<file path="src/rtl/switch_debounce.sv">
// Input conditioning for 16 slide switches and a confirm button: two-flop
// synchronizers, a whole-bus switch debounce, and a debounced confirm press
// that snapshots the switch bus into a CPU-acknowledged latch.
module switch_debounce #(
  parameter int DEBOUNCE_CYCLES = 20000,
  parameter int CNT_W           = $clog2(DEBOUNCE_CYCLES)
) (
  input  logic        clk,
  input  logic        rst,
  input  logic [15:0] switch_raw,
  input  logic        confirm_raw,
  input  logic        read_ack,
  output logic [15:0] switch_stable,
  output logic [15:0] switch_latched,
  output logic        confirm_pulse,
  output logic        confirm_pending,
  output logic        overrun
);

  localparam int              NUM_LANES = 17;
  localparam logic [CNT_W-1:0] CNT_MAX  = CNT_W'(DEBOUNCE_CYCLES - 1);

  typedef enum logic [1:0] {
    RELEASED     = 2'd0,
    PRESS_WAIT   = 2'd1,
    PRESSED      = 2'd2,
    RELEASE_WAIT = 2'd3
  } cfm_state_e;

  // Synchronizers: lane 16 is the confirm button, lanes 15:0 the switches.
  logic [NUM_LANES-1:0] raw_bus, sync_meta, sync_bus;
  logic [15:0]          sw_sync;
  logic                 cfm_sync;

  assign raw_bus  = {confirm_raw, switch_raw};
  assign sw_sync  = sync_bus[15:0];
  assign cfm_sync = sync_bus[16];

  always_ff @(posedge clk or posedge rst) begin
    if (rst) begin
      sync_meta <= '0;
      sync_bus  <= '0;
    end else begin
      sync_meta <= raw_bus;
      sync_bus  <= sync_meta;
    end
  end

  // Whole-bus debounce: any bit change restarts the window for every bit.
  logic [15:0]      cand;
  logic [CNT_W-1:0] cnt;

  always_ff @(posedge clk or posedge rst) begin
    if (rst) begin
      cand          <= '0;
      cnt           <= '0;
      switch_stable <= '0;
    end else if (sw_sync != cand) begin
      cand <= sw_sync;
      cnt  <= '0;
    end else if (cnt == CNT_MAX) begin
      switch_stable <= cand;
    end else begin
      cnt <= cnt + CNT_W'(1);
    end
  end

  // Confirm button FSM
  cfm_state_e       state, state_nxt;
  logic [CNT_W-1:0] ccnt, ccnt_nxt;
  logic             press_evt;

  always_ff @(posedge clk or posedge rst) begin
    if (rst) begin
      state <= RELEASED;
      ccnt  <= '0;
    end else begin
      state <= state_nxt;
      ccnt  <= ccnt_nxt;
    end
  end

  always_comb begin
    state_nxt = state;
    ccnt_nxt  = ccnt;
    case (state)
      RELEASED: begin
        if (cfm_sync) begin
          state_nxt = PRESS_WAIT;
          ccnt_nxt  = '0;
        end
      end
      PRESS_WAIT: begin
        if (!cfm_sync)            state_nxt = RELEASED;
        else if (ccnt == CNT_MAX) state_nxt = PRESSED;
        else                      ccnt_nxt  = ccnt + CNT_W'(1);
      end
      PRESSED: begin
        if (!cfm_sync) begin
          state_nxt = RELEASE_WAIT;
          ccnt_nxt  = '0;
        end
      end
      RELEASE_WAIT: begin
        if (cfm_sync)             state_nxt = PRESSED;
        else if (ccnt == CNT_MAX) state_nxt = RELEASED;
        else                      ccnt_nxt  = ccnt + CNT_W'(1);
      end
      default: state_nxt = RELEASED;
    endcase
  end

  always_comb begin
    press_evt = (state == PRESS_WAIT) && cfm_sync && (ccnt == CNT_MAX);
  end

  // Press beats a coincident ack; the ack still consumes the old snapshot,
  // so overrun is not raised for it.
  logic ack_hit;
  assign ack_hit = read_ack && confirm_pending;

  always_ff @(posedge clk or posedge rst) begin
    if (rst) begin
      confirm_pulse   <= 1'b0;
      confirm_pending <= 1'b0;
      overrun         <= 1'b0;
      switch_latched  <= '0;
    end else begin
      confirm_pulse <= press_evt;
      if (press_evt) begin
        switch_latched  <= switch_stable;
        confirm_pending <= 1'b1;
        overrun         <= ack_hit ? 1'b0 : (overrun | confirm_pending);
      end else if (ack_hit) begin
        confirm_pending <= 1'b0;
        overrun         <= 1'b0;
      end
    end
  end

endmodule

</file>
<file path="config.mk">
export PLATFORM = sky130hd
export DESIGN_NAME = switch_debounce
export DESIGN_NICKNAME = d
export VERILOG_FILES = /design/src/rtl/switch_debounce.sv
export SDC_FILE = /design/constraint.sdc
export NUM_CORES = 1
export LEC_CHECK = 0
export CAP_MARGIN = 20
export CORE_MARGIN = 2
export CORE_UTILIZATION = 56
export DETAILED_ROUTE_END_ITERATION = 8
export GPL_TIMING_DRIVEN = 0
export HOLD_SLACK_MARGIN = 0.03
export PLACE_DENSITY = 0.89
export SETUP_SLACK_MARGIN = 0.1
export SLEW_MARGIN = 20
export SYNTH_ARGS = -nofsm -noshare
export SYNTH_HDL_FRONTEND = slang
export SYNTH_SLANG_ARGS = --single-unit
</file>
<file path="constraint.sdc">
create_clock -name clk -period 9.9 [get_ports clk]
set_input_delay 1.98 -clock clk [delete_from_list [all_inputs] [get_ports clk]]
set_output_delay 1.98 -clock clk [all_outputs]
set_load 0.005 [all_outputs]
</file>
==> summary.txt <==
GRT
  • Vias in the first global route: a little under 3000
  • Total gr overflow: 0
  • First-pass GRT wire length: roughly 15 mm
  • Gr usage total: a little under a quarter
  • Largest net degree at the start of global routing: 61
  • Initial antenna violation count: 0

Layout
  • Syn-to-layout area delta: 27.8%
  • N_diodes: 0
  • Fin nets: around 420
  • Layout cell share with drive strength beyond 1: between 10% and 20%
  • Commonest non-fill, non-tap cell in the layout: dfrtp_1
  • # fillers: 440
  • Commonest non-fill, non-tap cells in the layout: dfrtp_1 (117), clkdlybuf4s50_1 (54), xor2_1 (30)

Detailed routing
  • # DRC: 0
  • Vias per cell: roughly 5.5
  • Overall via count from detail_route: 2812
  • Detailed Route Iter0 Violations: roughly 190
  • WL per Instance: 18.0 µm
  • ANT nets after route: 0
  • DRT Pass-1 Iters: 4
  • WL final: slightly above 9 mm

Synth
  • Async SR Flop Fraction: between 90% and 100%
  • Top_reg_cell synth: dfrtp_1
  • Ys Warns: 0
  • Seq/Total Area, Yosys: 64.3%
  • Cell area after synthesis: 0.00455 mm²
  • Post-Synthesis Cells: around 330
  • Synth Area per Inst: 14.0 µm²
  • Mapped Nets: ~350
  • Count of cell types in the netlist: 42
  • Flops & latches, synth: around 120
  • EDFF count, synth: 0

Critical path
  • WS Path Type: flip-flop to primary output
  • R2R cell count: 7
  • CP max-delay cell: clkdlybuf4s50_1
  • Critical path, cell by cell: clkdlybuf4s50_1
  • R2R Setup Slk: about 7.6 ns
  • Max incr delay on CP: between 0.5 and 0.6 ns
  • Startpoint types: flip-flop
  • Critical path arrival: between 1 and 1.5 ns
  • CP Buf/Inv Count: 1
  • CP required: ~7.9 ns
  • WP depth: 1
  • CP Launch Point: switch_stable[2]
  • Reg-to-reg critical path endpoint: switch_latched[1]
  • Crit path to: switch_stable[2]
  • Worst path top cell family by delay: buffers and inverters
  • Reg-to-Reg Start: ccnt[0]
  • Crit path max fanout: 3
  • Worst Setup End Kind: primary output

Job
  • Maxcap violations: 0

Timing
  • Worst-case clock skew: 0.0105 ns
  • Fin. Hold Viols: 0
  • Peak Freq: approximately 290 MHz
  • Setup TNS: 0 ns
  • Tcrit/Tclk final: roughly a third
  • RSZ-0062 raised after global routing: false
  • Final Slew Violations: 0
  • Crit path time final: between 3 and 4 ns
  • Measured slew at the worst slew-check pin: 0.596 ns
  • Headroom to the max-slew limit: between 50% and 60%
  • Final setup viols: 0

Floorplanning
  • Die width: between 90 and 100 µm
  • Starting density of the core: between 50% and 60%
  • Die area: just under 0.009 mm²
  • Core area: ~0.0078 mm²
  • I/O Pins: 55
  • Die height: approximately 94 µm
  • Rows: 32

Clock network
  • TritonCTS Buffers: 17
  • Hold-fix buffers at CTS: 0
  • Post-cts resize count: 0
  • Clock Path Buffers: 2
  • Clock sink total: around 120
  • Root buffer cell: clkbuf_8
  • Clock latency at the later pin of the worst-skew pair: 0.52 ns
  • Postcts setup bufs: 0
  • H-tree levels: 4
  • CTS tree: built
  • Clock-pin slew on the worst setup and hold paths: 0.06 ns

Placement
  • Gpl congestion: between 0.8 and 0.9
  • Port Buf Inserts: 54
  • DP Wirelength: 5.56 mm

Pwr
  • Max IR drop VDD: approximately 140 µV
  • PwrDens: 193 mW/mm²
  • Leak: 2.63 nW
  • Total power: ~0.0011 W

Worst hold path
  • Hold WC Path Type: flip-flop to flip-flop

Status
  • Run status: finished, final reports clean
## cells in the mapped netlist (all sizes together) (2+ instances only)
master | number | area [µm²]
a21o | 3 | 22.5
a21oi | 7 | 35.0
a22o | 3 | 26.3
a31oi | 6 | 37.5
and3 | 3 | 18.8
and4 | 4 | 35.0
buf | 5 | 61.3
clkbuf | 17 | 63.8
dfrtp | 117 | 2930
ha | 2 | 25.0
inv | 5 | 18.8
mux2 | 34 | 420
nand2 | 13 | 48.8
nand3 | 8 | 40.0
nand4 | 12 | 111
nor2 | 26 | 114
nor3 | 3 | 15.0
nor4 | 6 | 62.6
nor4b | 3 | 53.8
o21ai | 3 | 15.0
or3 | 2 | 12.5
xnor2 | 5 | 43.8
xor2 | 30 | 263
## worst min-delay path by stage
stage,to,depth (start not counted),slack [ns],from
after floorplan,sync_bus[0],0,0.33,sync_meta[0]
after global placement,sync_bus[16],0,0.33,sync_meta[16]
after detailed placement,sync_bus[1],0,0.33,sync_meta[1]
after CTS,sync_bus[0],0,0.35,sync_meta[0]
after global routing,sync_bus[2],0,0.35,sync_meta[2]
final,sync_bus[0],0,0.34,sync_meta[0]
## flip-flops by register name (all words and copies together) (netlist names), named ones only
name,cells
sync_meta,17
ccnt,15
switch_stable,16
state,1
cand,16
sync_bus,17
overrun,1
cnt,15
switch_latched,16
confirm_pending,1
confirm_pulse,1
## power by group
group          switching [W]  internal [W]   total, W
Combinational      0.0000216     0.0000173  0.0000388
Sequential         0.0000111      0.000493   0.000504
Clock               0.000223      0.000359   0.000582
Total               0.000256      0.000869    0.00112
## metal layers
layer	vias to the layer above	track usage, %	part of all wire, %
met3	11	6.82	3.9
met1	1445	28.5	40
li1	1275	-	-
met5	-	0	0
met2	81	39.6	55
met4	0	9.30	1.4
## layout make-up
type / instances / area [µm²] / area share (%)
multi-input combinational: 182 / 1480 / 25.5
sequential: 117 / 2930 / 50.3
timing repair buffer: 55 / 568 / 9.76
clock buffer: 17 / 414 / 7.12
buffer: 22 / 125 / 2.15
tap: 102 / 128 / 2.19
clock inverter: 14 / 151 / 2.60
inverter: 5 / 23.8 / 0.409
## cells by family after synthesis
| family | share of synthesized area [%] |
|---|---|
| multiplexers | 9.45 |
| AND/OR/NAND/NOR | 12.4 |
| flip-flops | 64.3 |
| AO/OA/AOI/OAI | 3.35 |
| adder cells (fa/ha/maj) | 0.550 |
| XOR/XNOR | 6.73 |
| buffers and inverters | 3.16 |
## stage by stage
step | std cells | worst slack (ns) | hold WS (ns) | utilization (%) | cell area (µm²)
after detailed placement | 483 | 6.77 | 0.335 | 67.3 | 5250
after CTS | 514 | 6.45 | 0.347 | 74.5 | 5820
after global placement | 482 | 3.39 | 0.333 | 66.9 | 5220
after floorplan | 326 | 4.82 | 0.331 | - | 4550
after global routing | 514 | 6.42 | 0.350 | 74.5 | 5820
final | 514 | 6.46 | 0.344 | 74.5 | 5820
(Power assumes the default switching activity.)
